===== src/rtl/echo_mix_pkg.sv =====
// Shared constants for the echo mix stage and the delay lines that feed it.
// TAP_DELAY is the single source of tap lengths; state codes are shared with debug logic.
package echo_mix_pkg;

  localparam int DATA_W_DEF    = 8;
  localparam int GAIN_W_DEF    = 4;
  localparam int RAMP_STEP_DEF = 16;
  localparam int CNT_W_DEF     = 7;

  // Delay-line lengths in clk cycles, indexed by tap_sel.
  localparam logic [3:0][6:0] TAP_DELAY = {7'd90, 7'd60, 7'd45, 7'd30};

  localparam logic [1:0] ST_FILL = 2'd0;
  localparam logic [1:0] ST_RAMP = 2'd1;
  localparam logic [1:0] ST_RUN  = 2'd2;

  function automatic logic [6:0] tap_delay(input logic [1:0] sel);
    return TAP_DELAY[sel];
  endfunction

endpackage


===== src/rtl/echo_mix_stage_gain_ramp_fsm.sv =====
// Wet-gain sequencer: mutes the wet path while a newly selected tap refills, then ramps
// g_eff up one step every RAMP_STEP clks towards gain; never lets g_eff exceed gain.
module gain_ramp_fsm
  import echo_mix_pkg::*;
#(
  parameter int GAIN_W    = GAIN_W_DEF,
  parameter int RAMP_STEP = RAMP_STEP_DEF,
  parameter int CNT_W     = CNT_W_DEF
) (
  input  logic              clk,
  input  logic              rst,
  input  logic              en,
  input  logic [1:0]        tap_sel,
  input  logic [GAIN_W-1:0] gain,
  output logic [GAIN_W-1:0] g_eff,
  output logic              wet_muted
);

  localparam int STEP_W = (RAMP_STEP > 1) ? $clog2(RAMP_STEP) : 1;
  localparam logic [STEP_W-1:0] STEP_LAST = STEP_W'(RAMP_STEP - 1);

  logic [1:0]        state;
  logic [1:0]        tap_q;
  logic [CNT_W-1:0]  fill_cnt;
  logic [STEP_W-1:0] step_cnt;
  logic [CNT_W-1:0]  reload_cnt;
  logic [GAIN_W-1:0] g_inc;

  assign reload_cnt = CNT_W'(tap_delay(tap_sel));
  assign g_inc      = g_eff + GAIN_W'(1);
  assign wet_muted  = (state == ST_FILL);

  // Disable and tap change both restart the whole fill+ramp sequence and win over
  // any transition the current state would otherwise take.
  always_ff @(posedge clk) begin
    if (rst || !en || (tap_sel != tap_q)) begin
      state    <= ST_FILL;
      tap_q    <= tap_sel;
      fill_cnt <= reload_cnt;
      step_cnt <= '0;
      g_eff    <= '0;
    end else begin
      case (state)
        ST_FILL: begin
          g_eff <= '0;
          if (fill_cnt <= CNT_W'(1)) begin
            state    <= ST_RAMP;
            fill_cnt <= '0;
            step_cnt <= '0;
          end else begin
            fill_cnt <= fill_cnt - CNT_W'(1);
          end
        end
        ST_RAMP: begin
          if (gain <= g_eff) begin
            g_eff    <= gain;
            state    <= ST_RUN;
            step_cnt <= '0;
          end else if (step_cnt == STEP_LAST) begin
            g_eff    <= g_inc;
            step_cnt <= '0;
            if (g_inc == gain) begin
              state <= ST_RUN;
            end
          end else begin
            step_cnt <= step_cnt + STEP_W'(1);
          end
        end
        ST_RUN: begin
          if (gain < g_eff) begin
            g_eff <= gain;
          end else if (gain > g_eff) begin
            state    <= ST_RAMP;
            step_cnt <= '0;
          end
        end
        default: begin
          state    <= ST_FILL;
          fill_cnt <= reload_cnt;
          step_cnt <= '0;
          g_eff    <= '0;
        end
      endcase
    end
  end

endmodule


===== src/rtl/echo_mix_stage.sv =====
// Dry/wet echo mixer: out = dry + (wet*g_eff)>>GAIN_W, 2-clk pipeline, no backpressure.
// ECHO_MIX_SATURATE_EN: clamp overflow to full scale and raise sticky sat_flag; else wrap.
module echo_mix_stage
  import echo_mix_pkg::*;
#(
  parameter int DATA_W    = DATA_W_DEF,
  parameter int GAIN_W    = GAIN_W_DEF,
  parameter int RAMP_STEP = RAMP_STEP_DEF,
  parameter int CNT_W     = CNT_W_DEF
) (
  input  logic              clk,
  input  logic              rst,
  input  logic              en,
  input  logic [DATA_W-1:0] dry_in,
  input  logic [DATA_W-1:0] wet_in,
  input  logic              in_valid,
  input  logic [1:0]        tap_sel,
  input  logic [GAIN_W-1:0] gain,
  output logic [DATA_W-1:0] out_data,
  output logic              out_valid,
  output logic              wet_muted,
  output logic              sat_flag
);

  localparam int PROD_W = DATA_W + GAIN_W;

  logic [GAIN_W-1:0] g_eff;

  gain_ramp_fsm #(
    .GAIN_W    (GAIN_W),
    .RAMP_STEP (RAMP_STEP),
    .CNT_W     (CNT_W)
  ) u_fsm (
    .clk       (clk),
    .rst       (rst),
    .en        (en),
    .tap_sel   (tap_sel),
    .gain      (gain),
    .g_eff     (g_eff),
    .wet_muted (wet_muted)
  );

  logic              s1_valid;
  logic [DATA_W-1:0] s1_dry;
  logic [PROD_W-1:0] s1_prod;
  logic [DATA_W-1:0] wet_scaled;
  logic [DATA_W-1:0] mix;

  always_ff @(posedge clk) begin
    if (rst || !en) begin
      s1_valid <= 1'b0;
      s1_dry   <= '0;
      s1_prod  <= '0;
    end else begin
      s1_valid <= in_valid;
      s1_dry   <= dry_in;
      s1_prod  <= PROD_W'(wet_in) * PROD_W'(g_eff);
    end
  end

  assign wet_scaled = s1_prod[PROD_W-1:GAIN_W];

`ifdef ECHO_MIX_SATURATE_EN
  logic [DATA_W:0] sum;
  logic            sat_q;

  assign sum      = {1'b0, s1_dry} + {1'b0, wet_scaled};
  assign mix      = sum[DATA_W] ? {DATA_W{1'b1}} : sum[DATA_W-1:0];
  assign sat_flag = sat_q;

  // Sticky across en=0; only reset clears it.
  always_ff @(posedge clk) begin
    if (rst) begin
      sat_q <= 1'b0;
    end else if (en && s1_valid && sum[DATA_W]) begin
      sat_q <= 1'b1;
    end
  end
`else
  assign mix      = s1_dry + wet_scaled;
  assign sat_flag = 1'b0;
`endif

  always_ff @(posedge clk) begin
    if (rst || !en) begin
      out_valid <= 1'b0;
      out_data  <= '0;
    end else begin
      out_valid <= s1_valid;
      if (s1_valid) begin
        out_data <= mix;
      end
    end
  end

endmodule


===== config.mk =====
export PLATFORM = sky130hd
export DESIGN_NAME = echo_mix_stage
export DESIGN_NICKNAME = d
export VERILOG_FILES = /design/src/rtl/echo_mix_pkg.sv /design/src/rtl/echo_mix_stage_gain_ramp_fsm.sv /design/src/rtl/echo_mix_stage.sv
export SDC_FILE = /design/constraint.sdc
export NUM_CORES = 1
export LEC_CHECK = 0
export CAP_MARGIN = 20
export CORE_MARGIN = 2
export CORE_UTILIZATION = 52
export DETAILED_ROUTE_END_ITERATION = 8
export PLACE_DENSITY = 0.79
export SYNTH_ARGS = -nofsm -noshare
export SYNTH_HDL_FRONTEND = slang
export SYNTH_SLANG_ARGS = --single-unit

===== constraint.sdc =====
create_clock -name clk -period 7.2 [get_ports clk]
set_input_delay 1.08 -clock clk [delete_from_list [all_inputs] [get_ports clk]]
set_output_delay 1.08 -clock clk [all_outputs]
set_load 0.01 [all_outputs]

==> results.toml <==
[outcome]
status = "complete, no violations"

[global_route]
grt_pass1_wl_um = 9800
busiest_layer = "met2"
track_usage = 0.185
grt_max_degree = 18
antenna_found_initial = 0
grt_util_met1 = 0.244
gr-usage-met3 = 0.0304
grt_pass1_vias = 2284
met2_usage = 0.314
grt_overflow = 0

[floorplan]
start_util = 0.540
core_area_um2 = 5920
dieHeight_um = 82.4
die_area_um2 = 6790
pin_count = 37
rows = 28
die_x_um = 82.4

[cts]
clkSinkCount = 45
htreeDepth = 2
cts_setup_buffers = 0
hold_buffers = 0
cts_buffers = 5
clock-root-buffer = "clkbuf_8"
cts_tree = "built"
postCtsResizedCells = 0
clockBufferDepth = 2
clk-insertion-delay-late_ns = 0.30
clkTransAtPathRegs_ns = 0.09

[critical_path]
worstSetupStartpoint = "wet_in[1]"
timing.rr.end = "s1_prod[11]"
rrSetupSlack_ns = 3.75
cp.arrival_ns = 4.47
end_kind = "flip-flop"
r2r_cells = 12
cp_num_cells = 13
start_kind = "input port"
required_ns = 7.39
crit_type = "input port to flip-flop"
critical_path.cell_chain = "clkdlybuf4s50_1 -> and2_1 -> fa_1 -> inv_1 -> fa_1 -> inv_1 -> ha_1 -> nand3_1 -> o21ai_0 -> o22ai_1 -> o21ai_0 -> a21oi_1 -> mux2i_1"
max_stage_delay_ns = 0.54
timing.rr.start = "u_fsm.g_eff[3]"
critical_path_peak_fanout = 4
crit_path_top_delay_cell = "fa_1"
crit_family = "adder cells"
path_buf_inv = 3
endpoint = "s1_prod[11]"

[finish]
areaGrowthSynthToFinish_pct = 15.4
fin_util = 0.623
nets = 464
n_fill_cell = 529
layout-drive-gt1-share = 0.0385
final_cell_area_um2 = 3690
fin_cells = 465
multi_input_area_um2 = 2000
diodes = 0
ff_latch_area_um2 = 991

[logic_synthesis]
synth_top_family_by_area = "adder cells"
synth-edff-count = 9
synth.distinct_cells = 52
synth-seq-cells = 45
synthAdderAreaFrac = 0.220
synthSimpleGateAreaFrac = 0.188
synth_fp_nets = 432
ys_seq_area_frac = 0.310
synth_area_leader_cell = "dfxtp_1"
synth_compound_area_frac = 0.126
synth_top_area_share = 0.226
syn_inst = 357
avgSynthCellArea_um2 = 8.95
asyncSetResetFlopFracSynth = 0
ys_warn_count = 0
syn_area_um2 = 3190
yosysMostFrequentCell = "inv_1"
synthFlopType = "dfxtp_1"
synthMuxAreaShare = 0.0188
synthXorXnorAreaFrac = 0.0713
synthTopCellsByCount = "inv_1, ha_1, dfxtp_1"
synthTopCellsByArea = "dfxtp_1, ha_1, edfxtp_1"

[run]
cap_viol_max_count = 0

[sta]
rsz0062_at_grt = "no"
slew_violations = 0
skew_ns = 0.00634
worstMarginPinSlew_ns = 0.783
setup_viol = 0
report.final.hold_viol_count = 0
period_needed_ns = 4.28
max_slew_margin = 0.478
timing.final.crit_share = 0.595
setup_tns_ns = 0
whs_ns = 0.484
max_freq_ghz = 0.234

[placed_design]
dp_hpwl_um = 4580
port_buffers = 35
placed_area_um2 = 3600
place.gp.congestion = 0.799
place_inst = 457

[power]
p_leak_uw = 0.00154
powerDensity_nw_per_um2 = 130
vdd_drop_max_mv = 0.0979

[route]
totalWireLength_um = 5830
detail-route-antenna-nets = 0
dr_total_vias = 2412
vias_per_cell = 5.19
drt-initial-drc-count = 84
dr.pass1.iters = 4
post_drt_wl_per_cell_um = 12.5
drcViolationCount = 0

[min_path]
min_path_type = "flip-flop to flip-flop"
-- worst min-delay path: stages, from the launching register on --
cell      delay [ns]
dfxtp_1         0.32
nor2_1          0.08
a211oi_1        0.05
-- flip-flops by register name, indices dropped and copies added (netlist names) --
signal          cells
s1_dry              8
out_valid           1
s1_prod             8
s1_valid            1
u_fsm.fill_cnt      7
u_fsm.step_cnt      4
out_data            8
u_fsm.g_eff         4
u_fsm.state         2
u_fsm.tap_q         2
-- area by class of cell --
type                            instances  area share
Inverter                               42      0.0428
Clock buffer                            5      0.0187
Clock inverter                          3     0.00577
Tap cell                               75      0.0254
Timing Repair Buffer                   36      0.0970
Sequential cell                        45       0.269
Multi-Input combinational cell        259       0.542
-- through the flow --
step | total power (uW) | setup WS, ns
CTS | 483 | 2.92
global placement | 323 | 2.75
global route | 497 | 2.73
detailed placement | 325 | 2.60
floorplan | 300 | 3.37
finish | 478 | 2.92
-- worst min path at each step --
| stage | slack [ns] | cells after the start | endpoint | startpoint |
|---|---|---|---|---|
| floorplan | 0.45 | 2 | u_fsm.step_cnt[1] | u_fsm.step_cnt[1] |
| global placement | 0.46 | 2 | u_fsm.step_cnt[1] | u_fsm.step_cnt[1] |
| detailed placement | 0.48 | 2 | u_fsm.step_cnt[1] | u_fsm.step_cnt[1] |
| CTS | 0.49 | 2 | u_fsm.step_cnt[1] | u_fsm.step_cnt[1] |
| global route | 0.51 | 2 | u_fsm.step_cnt[3] | u_fsm.step_cnt[3] |
| finish | 0.48 | 2 | out_data[1] | out_data[1] |
-- power by group --
group          internal [uW]  total, uW  switching [uW]
combinational           27.1       49.7            22.6
sequential               264        269            5.47
clock                   68.9        159            89.7
total                    360        478             118
-- placed cells by master, fill, tap and decap left out, drive strengths merged, types with 4 or more instances in the layout --
master and n:
edfxtp 9, a21oi 17, mux2i 6, clkbuf 5, nand3 7, nor3 8
nor2 23, nand2 29, o21ai 12, xor2 6, or3 5, ha 37
and2 27, xnor2 17, nand2b 4, inv 42, o31ai 6, dfxtp 36
o21a 4, clkdlybuf4s50 35, fa 12
-- cell families (layout without fill, tap and decap cells) --
logic type	after synthesis	after routing
and+or+nand+nor	117	117
muxes	6	6
other	1	1
xor gates and xnor gates	24	24
adders and majority gates	49	49
DFF	45	45
AOI/OAI and AO/OA	62	62
buffers and inverters	53	86
-- routing by layer --
metal,share of wire,wire length [um],vias to the layer above
li1,-,-,1257
met1,0.49,2860,1111
met2,0.47,2710,40
met3,0.035,207,4
met4,0.0084,49,0
met5,0,0,-
No activity file was read; power rests on OpenSTA's default activity.
